==> src/rtl/fwd_pkg.sv <==
// Shared types and constants for the VPI forwarding tagger.
// FWD_TAG_DROP_EN adds the DROP state for cells whose lookup returns an empty port map.
package fwd_pkg;

    localparam int CELL_LEN_DEF = 27;

    localparam int PORT_MSB = 15;
    localparam int PORT_LSB = 8;
    localparam int VPI_MSB  = 7;
    localparam int VPI_LSB  = 0;

    typedef enum logic [2:0] {
        S_IDLE = 3'd0,
        S_LKUP = 3'd1,
        S_WAIT = 3'd2,
        S_HDR  = 3'd3,
        S_BODY = 3'd4
`ifdef FWD_TAG_DROP_EN
        ,
        S_DROP = 3'd5
`endif
    } state_e;

endpackage

==> src/rtl/fwd_tagger_if.sv <==
// Cell stream in/out plus forwarding-table lookup port of the tagger.
// The slave modport is the tagger's view; master is the surrounding pipeline's view.
interface fwd_tagger_if;
    logic        in_valid;
    logic        in_sop;
    logic [15:0] in_data;
    logic        in_ready;

    logic        fwd_rden;
    logic [7:0]  fwd_addr;
    logic [15:0] fwd_data;

    logic        out_valid;
    logic        out_sop;
    logic        out_eop;
    logic [15:0] out_data;
    logic [7:0]  out_port;
    logic        out_ready;

    modport slave (
        input  in_valid, in_sop, in_data, fwd_data, out_ready,
        output in_ready, fwd_rden, fwd_addr, out_valid, out_sop, out_eop, out_data, out_port
    );

    modport master (
        output in_valid, in_sop, in_data, fwd_data, out_ready,
        input  in_ready, fwd_rden, fwd_addr, out_valid, out_sop, out_eop, out_data, out_port
    );
endinterface

==> src/rtl/sat_cnt16.sv <==
// 16-bit incrementer that sticks at all-ones; synchronous clear has priority.
module sat_cnt16 (
    input  logic        clk,
    input  logic        clr_i,
    input  logic        inc_i,
    output logic [15:0] cnt_o
);
    logic [15:0] cnt_q;

    always_ff @(posedge clk) begin
        if (clr_i)
            cnt_q <= '0;
        else if (inc_i && (cnt_q != 16'hFFFF))
            cnt_q <= cnt_q + 16'd1;
    end

    assign cnt_o = cnt_q;
endmodule

==> src/rtl/fwd_tagger.sv <==
// Rewrites the VPI of each fixed-length cell header from a one-read-latency table
// and tags the cell with its port map. FWD_TAG_DROP_EN discards cells with a zero port map.
module fwd_tagger
    import fwd_pkg::*;
#(
    parameter int CELL_LEN = CELL_LEN_DEF
) (
    input  logic               clk,
    input  logic               rst,
    fwd_tagger_if.slave        bus,
    output logic [15:0]        err_cnt
);
    localparam logic [8:0] LAST = 9'(CELL_LEN - 1);

    state_e      state_q, state_d;
    logic [7:0]  hdr_q, hdr_d;      // header bits kept for the rewritten word
    logic [7:0]  addr_q, addr_d;
    logic [15:0] entry_q, entry_d;
    logic [8:0]  cnt_q, cnt_d;
    logic        err_inc;

    always_ff @(posedge clk) begin
        if (rst) begin
            state_q <= S_IDLE;
            hdr_q   <= '0;
            addr_q  <= '0;
            entry_q <= '0;
            cnt_q   <= '0;
        end else begin
            state_q <= state_d;
            hdr_q   <= hdr_d;
            addr_q  <= addr_d;
            entry_q <= entry_d;
            cnt_q   <= cnt_d;
        end
    end

    always_comb begin
        state_d       = state_q;
        hdr_d         = hdr_q;
        addr_d        = addr_q;
        entry_d       = entry_q;
        cnt_d         = cnt_q;
        err_inc       = 1'b0;
        bus.in_ready  = 1'b0;
        bus.fwd_rden  = 1'b0;
        bus.out_valid = 1'b0;
        bus.out_sop   = 1'b0;
        bus.out_eop   = 1'b0;
        bus.out_data  = '0;

        case (state_q)
            S_IDLE: begin
                bus.in_ready = 1'b1;
                if (bus.in_valid) begin
                    if (bus.in_sop) begin
                        hdr_d   = bus.in_data[15:8];
                        addr_d  = bus.in_data[VPI_MSB:VPI_LSB];
                        state_d = S_LKUP;
                    end else begin
                        err_inc = 1'b1;
                    end
                end
            end
            S_LKUP: begin
                bus.fwd_rden = 1'b1;
                state_d      = S_WAIT;
            end
            S_WAIT: begin
                entry_d = bus.fwd_data;
                state_d = S_HDR;
`ifdef FWD_TAG_DROP_EN
                if (bus.fwd_data[PORT_MSB:PORT_LSB] == 8'h00) begin
                    cnt_d   = 9'd1;
                    err_inc = 1'b1;
                    state_d = S_DROP;
                end
`endif
            end
            S_HDR: begin
                bus.out_valid = 1'b1;
                bus.out_sop   = 1'b1;
                bus.out_data  = {hdr_q, entry_q[VPI_MSB:VPI_LSB]};
                if (bus.out_ready) begin
                    cnt_d   = 9'd1;
                    state_d = S_BODY;
                end
            end
            S_BODY: begin
                // in_sop is ignored here: cells are fixed length.
                bus.out_valid = bus.in_valid;
                bus.in_ready  = bus.out_ready;
                bus.out_data  = bus.in_data;
                bus.out_eop   = (cnt_q == LAST);
                if (bus.in_valid && bus.out_ready) begin
                    cnt_d = cnt_q + 9'd1;
                    if (cnt_q == LAST)
                        state_d = S_IDLE;
                end
            end
`ifdef FWD_TAG_DROP_EN
            S_DROP: begin
                bus.in_ready = 1'b1;
                if (bus.in_valid) begin
                    cnt_d = cnt_q + 9'd1;
                    if (cnt_q == LAST)
                        state_d = S_IDLE;
                end
            end
`endif
            default: state_d = S_IDLE;
        endcase

        // Reset blanks the stream immediately so an abandoned cell never shows eop.
        if (rst) begin
            bus.in_ready  = 1'b0;
            bus.fwd_rden  = 1'b0;
            bus.out_valid = 1'b0;
            bus.out_sop   = 1'b0;
            bus.out_eop   = 1'b0;
            bus.out_data  = '0;
        end
    end

    assign bus.fwd_addr = addr_q;
    assign bus.out_port = entry_q[PORT_MSB:PORT_LSB];

    sat_cnt16 u_err_cnt (
        .clk   (clk),
        .clr_i (rst),
        .inc_i (err_inc),
        .cnt_o (err_cnt)
    );
endmodule

==> src/flat_wrapper.sv <==
// flat-port wrapper written by rule: the top's interface ports become plain ports
module fwd_tagger_flat import fwd_pkg::*;
#(
    parameter int CELL_LEN = CELL_LEN_DEF
)
  (clk, rst, err_cnt, bus_in_valid, bus_in_sop, bus_in_data, bus_fwd_data, bus_out_ready, bus_in_ready, bus_fwd_rden, bus_fwd_addr, bus_out_valid, bus_out_sop, bus_out_eop, bus_out_data, bus_out_port);
  fwd_tagger_if bus_i ();
  input  logic clk;
  input  logic rst;
  output logic [15:0] err_cnt;
  input wire logic [$bits(bus_i.in_valid)-1:0] bus_in_valid;
  input wire logic [$bits(bus_i.in_sop)-1:0] bus_in_sop;
  input wire logic [$bits(bus_i.in_data)-1:0] bus_in_data;
  input wire logic [$bits(bus_i.fwd_data)-1:0] bus_fwd_data;
  input wire logic [$bits(bus_i.out_ready)-1:0] bus_out_ready;
  output wire logic [$bits(bus_i.in_ready)-1:0] bus_in_ready;
  output wire logic [$bits(bus_i.fwd_rden)-1:0] bus_fwd_rden;
  output wire logic [$bits(bus_i.fwd_addr)-1:0] bus_fwd_addr;
  output wire logic [$bits(bus_i.out_valid)-1:0] bus_out_valid;
  output wire logic [$bits(bus_i.out_sop)-1:0] bus_out_sop;
  output wire logic [$bits(bus_i.out_eop)-1:0] bus_out_eop;
  output wire logic [$bits(bus_i.out_data)-1:0] bus_out_data;
  output wire logic [$bits(bus_i.out_port)-1:0] bus_out_port;
  assign bus_i.in_valid = bus_in_valid;
  assign bus_i.in_sop = bus_in_sop;
  assign bus_i.in_data = bus_in_data;
  assign bus_i.fwd_data = bus_fwd_data;
  assign bus_i.out_ready = bus_out_ready;
  assign bus_in_ready = bus_i.in_ready;
  assign bus_fwd_rden = bus_i.fwd_rden;
  assign bus_fwd_addr = bus_i.fwd_addr;
  assign bus_out_valid = bus_i.out_valid;
  assign bus_out_sop = bus_i.out_sop;
  assign bus_out_eop = bus_i.out_eop;
  assign bus_out_data = bus_i.out_data;
  assign bus_out_port = bus_i.out_port;
  fwd_tagger #(.CELL_LEN(CELL_LEN)) u_core (.clk(clk), .rst(rst), .bus(bus_i), .err_cnt(err_cnt));
endmodule
==> config.mk <==
export PLATFORM = sky130hd
export DESIGN_NAME = fwd_tagger_flat
export DESIGN_NICKNAME = d
export VERILOG_FILES = /design/src/rtl/fwd_pkg.sv /design/src/rtl/fwd_tagger_if.sv /design/src/rtl/sat_cnt16.sv /design/src/rtl/fwd_tagger.sv /design/src/flat_wrapper.sv
export SDC_FILE = /design/constraint.sdc
export NUM_CORES = 1
export LEC_CHECK = 0
export CORE_ASPECT_RATIO = 0.6
export CORE_UTILIZATION = 25
export DETAILED_ROUTE_END_ITERATION = 7
export PLACE_DENSITY = 0.59
export SYNTH_ARGS = -nofsm -noshare
export SYNTH_HDL_FRONTEND = slang
export SYNTH_SLANG_ARGS = --single-unit
==> constraint.sdc <==
create_clock -name clk -period 4 [get_ports clk]
set_clock_uncertainty 0.1 [all_clocks]
set_input_delay 0.8 -clock clk [delete_from_list [all_inputs] [get_ports clk]]
set_output_delay 0.8 -clock clk [all_outputs]
set_load 0.05 [all_outputs]
==> summary.md <==
| Metric | Value |
|---|---|
| Post-CTS Hold Fix Bufs | 0 |
| Root Driver | clkbuf_16 |
| First-pass GRT wire length | 13.72 mm |
| Post-synth EDFFs | 0 |
| Sequential-to-total area share from yosys stat | about two fifths |
| GP Congestion | 0.7394 |
| Gr usage total | 14.81% |
| Async SR Flop Fraction | 0% |
| DRT Wirelength | 8.343 mm |
| Area post-placement | 3984 sq um |
| Status | finished clean |
| CTS max path bufs | 2 |
| Max_cap viols | 0 |
| Drt via density | about 5 |
| HPWL Detailed | between 5 and 6 mm |
| FP Rows | 29 |
| Mapped Area | approximately 2900 sq um |
| Slowest stage delay, CP | 0.63 ns |
| Top cell type's share of synthesized area | a little over two fifths |
| Initial DRC count | slightly below 100 |
| Clock Sinks | 60 |
| Worst-Skew Late Latency | ~0.33 ns |
| Antenna viol nets, final | 0 |
| # setup viols final | 0 |
| TritonCTS clock tree | done |
| Final worst path period share | 84.49% |
| Post-route cell area | 4334 sq um |
| Die area | ~12,000 sq um |
| CP required | between 3 and 4 ns |
| Vias in the first global route | approximately 2.7k |
| Drt pass-1 iters | 4 |
| Die span in x | 140.3 microns |
| Post-CTS Resized | 0 |
| Highest routed metal layer | met4 |
| Largest net degree at the start of global routing | 42 |
| Nets | about 470 |
| Sum Neg Setup Slack | 0 ns |
| #FFs+latches synth | 60 |
| Min-delay worst type | flop to flop |
| Slew @ Worst Pin | roughly 1.1 ns |
| Max Freq | approximately 300 MHz |
| Leakage | around 0.0015 uW |
| Count of cell types in the netlist | 53 |
| Crit-path slowest cell | nor2_2 |
| Peak VDD IR | 249.7 uV |
| Initial core utilization | 26.43% |
| Met3 wire length | 473 microns |
| WL met2 | between 3 and 4 mm |
| Clk slew on worst S/H paths | 0.05 ns |
| Synth Warn # | 0 |
| Global route total overflow | 0 |
| Critical path fanouts, max | 17 |
| Power Density | about 400 nW/um^2 |
| TritonCTS buffer count | 9 |
| Final hold violations | 0 |
| DRC violations left | 0 |
| Die Ht | between 80 and 90 microns |
| Crit path time final | 3.380 ns |
| RSZ-0062 raised after global routing | false |
| Io pins | 90 |
| Critical Path AT | around 2.5 ns |
| Antenna cells | 0 |
| Worst setup SP type | flop |
| Count leader, synth | nand2_1 |
| Synth top area cells | dfxtp_1 (42%), nand2_1 (9.9%), a21oi_1 (8.7%) |
| Total setup buffers inserted after CTS | 0 |
| Max Slew Vio Count | 0 |
| Routed len/inst | roughly 15 microns |
| Synth Instances | 351 |
| Mean Syn Cell Area | 8.170 sq um |
| Worst slew margin | between 20% and 30% |
| Vias | ~2.8k |
| Worst path cell trace | or3b_1, nor2_2, a22o_1, buf_12 |
| Mapped Nets | about 400 |
| CORE AREA | 10,850 sq um |
| Area Growth Syn to Fin | 51.13% |
| Crit Path Category | flop to primary output |
| DRT met1 WL | approximately 4.3 mm |
| H-tree depth | 3 |
| Synth area leader | dfxtp_1 |
| Antenna violations before repair | 0 |
| IO buf count | 89 |
| Layout cell share with drive strength beyond 1 | around an eighth |
| Commonest cells post-synth | nand2_1 (76), dfxtp_1 (60), a21oi_1 (50) |
| CP endpoint kind | primary output |
| Synth Flop Type | dfxtp_1 |
-- sequential cells by signal, summed over array words and instances (netlist names) --
signal and cells:
u_core.state_q 3, u_core.hdr_q 8, u_core.entry_q 16, u_core.bus.fwd_addr 8, u_core.u_err_cnt.cnt_o 16, u_core.cnt_q 9
-- cell type report --
class | count | area (sq um)
clock buffers | 10 | 239.0
repair buffers | 93 | 1094
fillers | 1092 | 6515
inverters | 6 | 22.52
flip-flops and latches | 60 | 1201
multi-input cells | 255 | 1493
well taps | 139 | 173.9
clock inverters | 6 | 111.4
-- cell families after synthesis --
kind of cell	share of synthesized area (%)
AOI/OAI and AO/OA	21.64
xor gates and xnor gates	1.222
adders and majority gates	1.309
buffers and inverters	6.108
DFF	41.88
muxes	0.3926
and+or+nand+nor	27.44
-- per-stage QoR --
step	hold slack (ns)	instances	total power, uW	util [%]	setup WS, ns
finish	0.3538	569	1719	39.95	0.6202
global route	0.3688	569	1791	39.95	0.4794
CTS	0.3559	569	1746	39.95	0.6472
detailed placement	0.3483	553	828.4	36.72	0.8855
global placement	0.3415	553	825.2	36.72	0.9036
floorplan	0.3360	351	751.0	-	0.1521
-- routing by layer --
metal | track usage [%] | vias up
met5 | 0 | -
met4 | 5.395 | 0
met3 | 4.458 | 12
met2 | 21.64 | 74
met1 | 20.48 | 1304
li1 | - | 1409
-- critical path: cells and delay by family (launching register included) --
kind | cells | cell delay, ns
simple gates | 2 | 1.12
compound gates | 1 | 0.32
buf+inv | 1 | 0.15
flops | 1 | 0.55
-- power breakdown --
group          internal (uW)  switching (uW)
Clock                    625             279
Combinational           73.9             107
Sequential               618            16.2
Total                   1320             402
-- cell usage in the layout, fill, tap and decap left out, types with 3 or more instances in the layout --
cell type        count
buf_12              18
a21oi_1             50
xor2_1               4
buf_4                5
o2111ai_1            3
nand3_1              5
nor3_1               4
ha_1                 3
clkbuf_16            9
and2_1               3
a22o_1              16
bufinv_16            3
nand4_1              4
and4_1               3
dfxtp_1             60
nor2_1              10
clkdlybuf4s50_1     69
nand2_1             76
or4_1               10
or3_1                4
o21ai_0              8
inv_1                6
o31ai_1              9
and3_1               5
-- path summary, 6_finish.rpt --
check                              endpoint  cells past startpoint                        from  slack (ns)
hold / removal              u_core.hdr_q[1]                      2             u_core.hdr_q[1]        0.35
hold reg to reg             u_core.hdr_q[1]                      2             u_core.hdr_q[1]        0.35
setup reg to reg  u_core.u_err_cnt.cnt_o[1]                      4  u_core.u_err_cnt.cnt_o[12]        1.81
setup / recovery            bus_out_data[9]                      4           u_core.state_q[2]        0.62
Note: power is estimated with default switching activity, not from simulation.
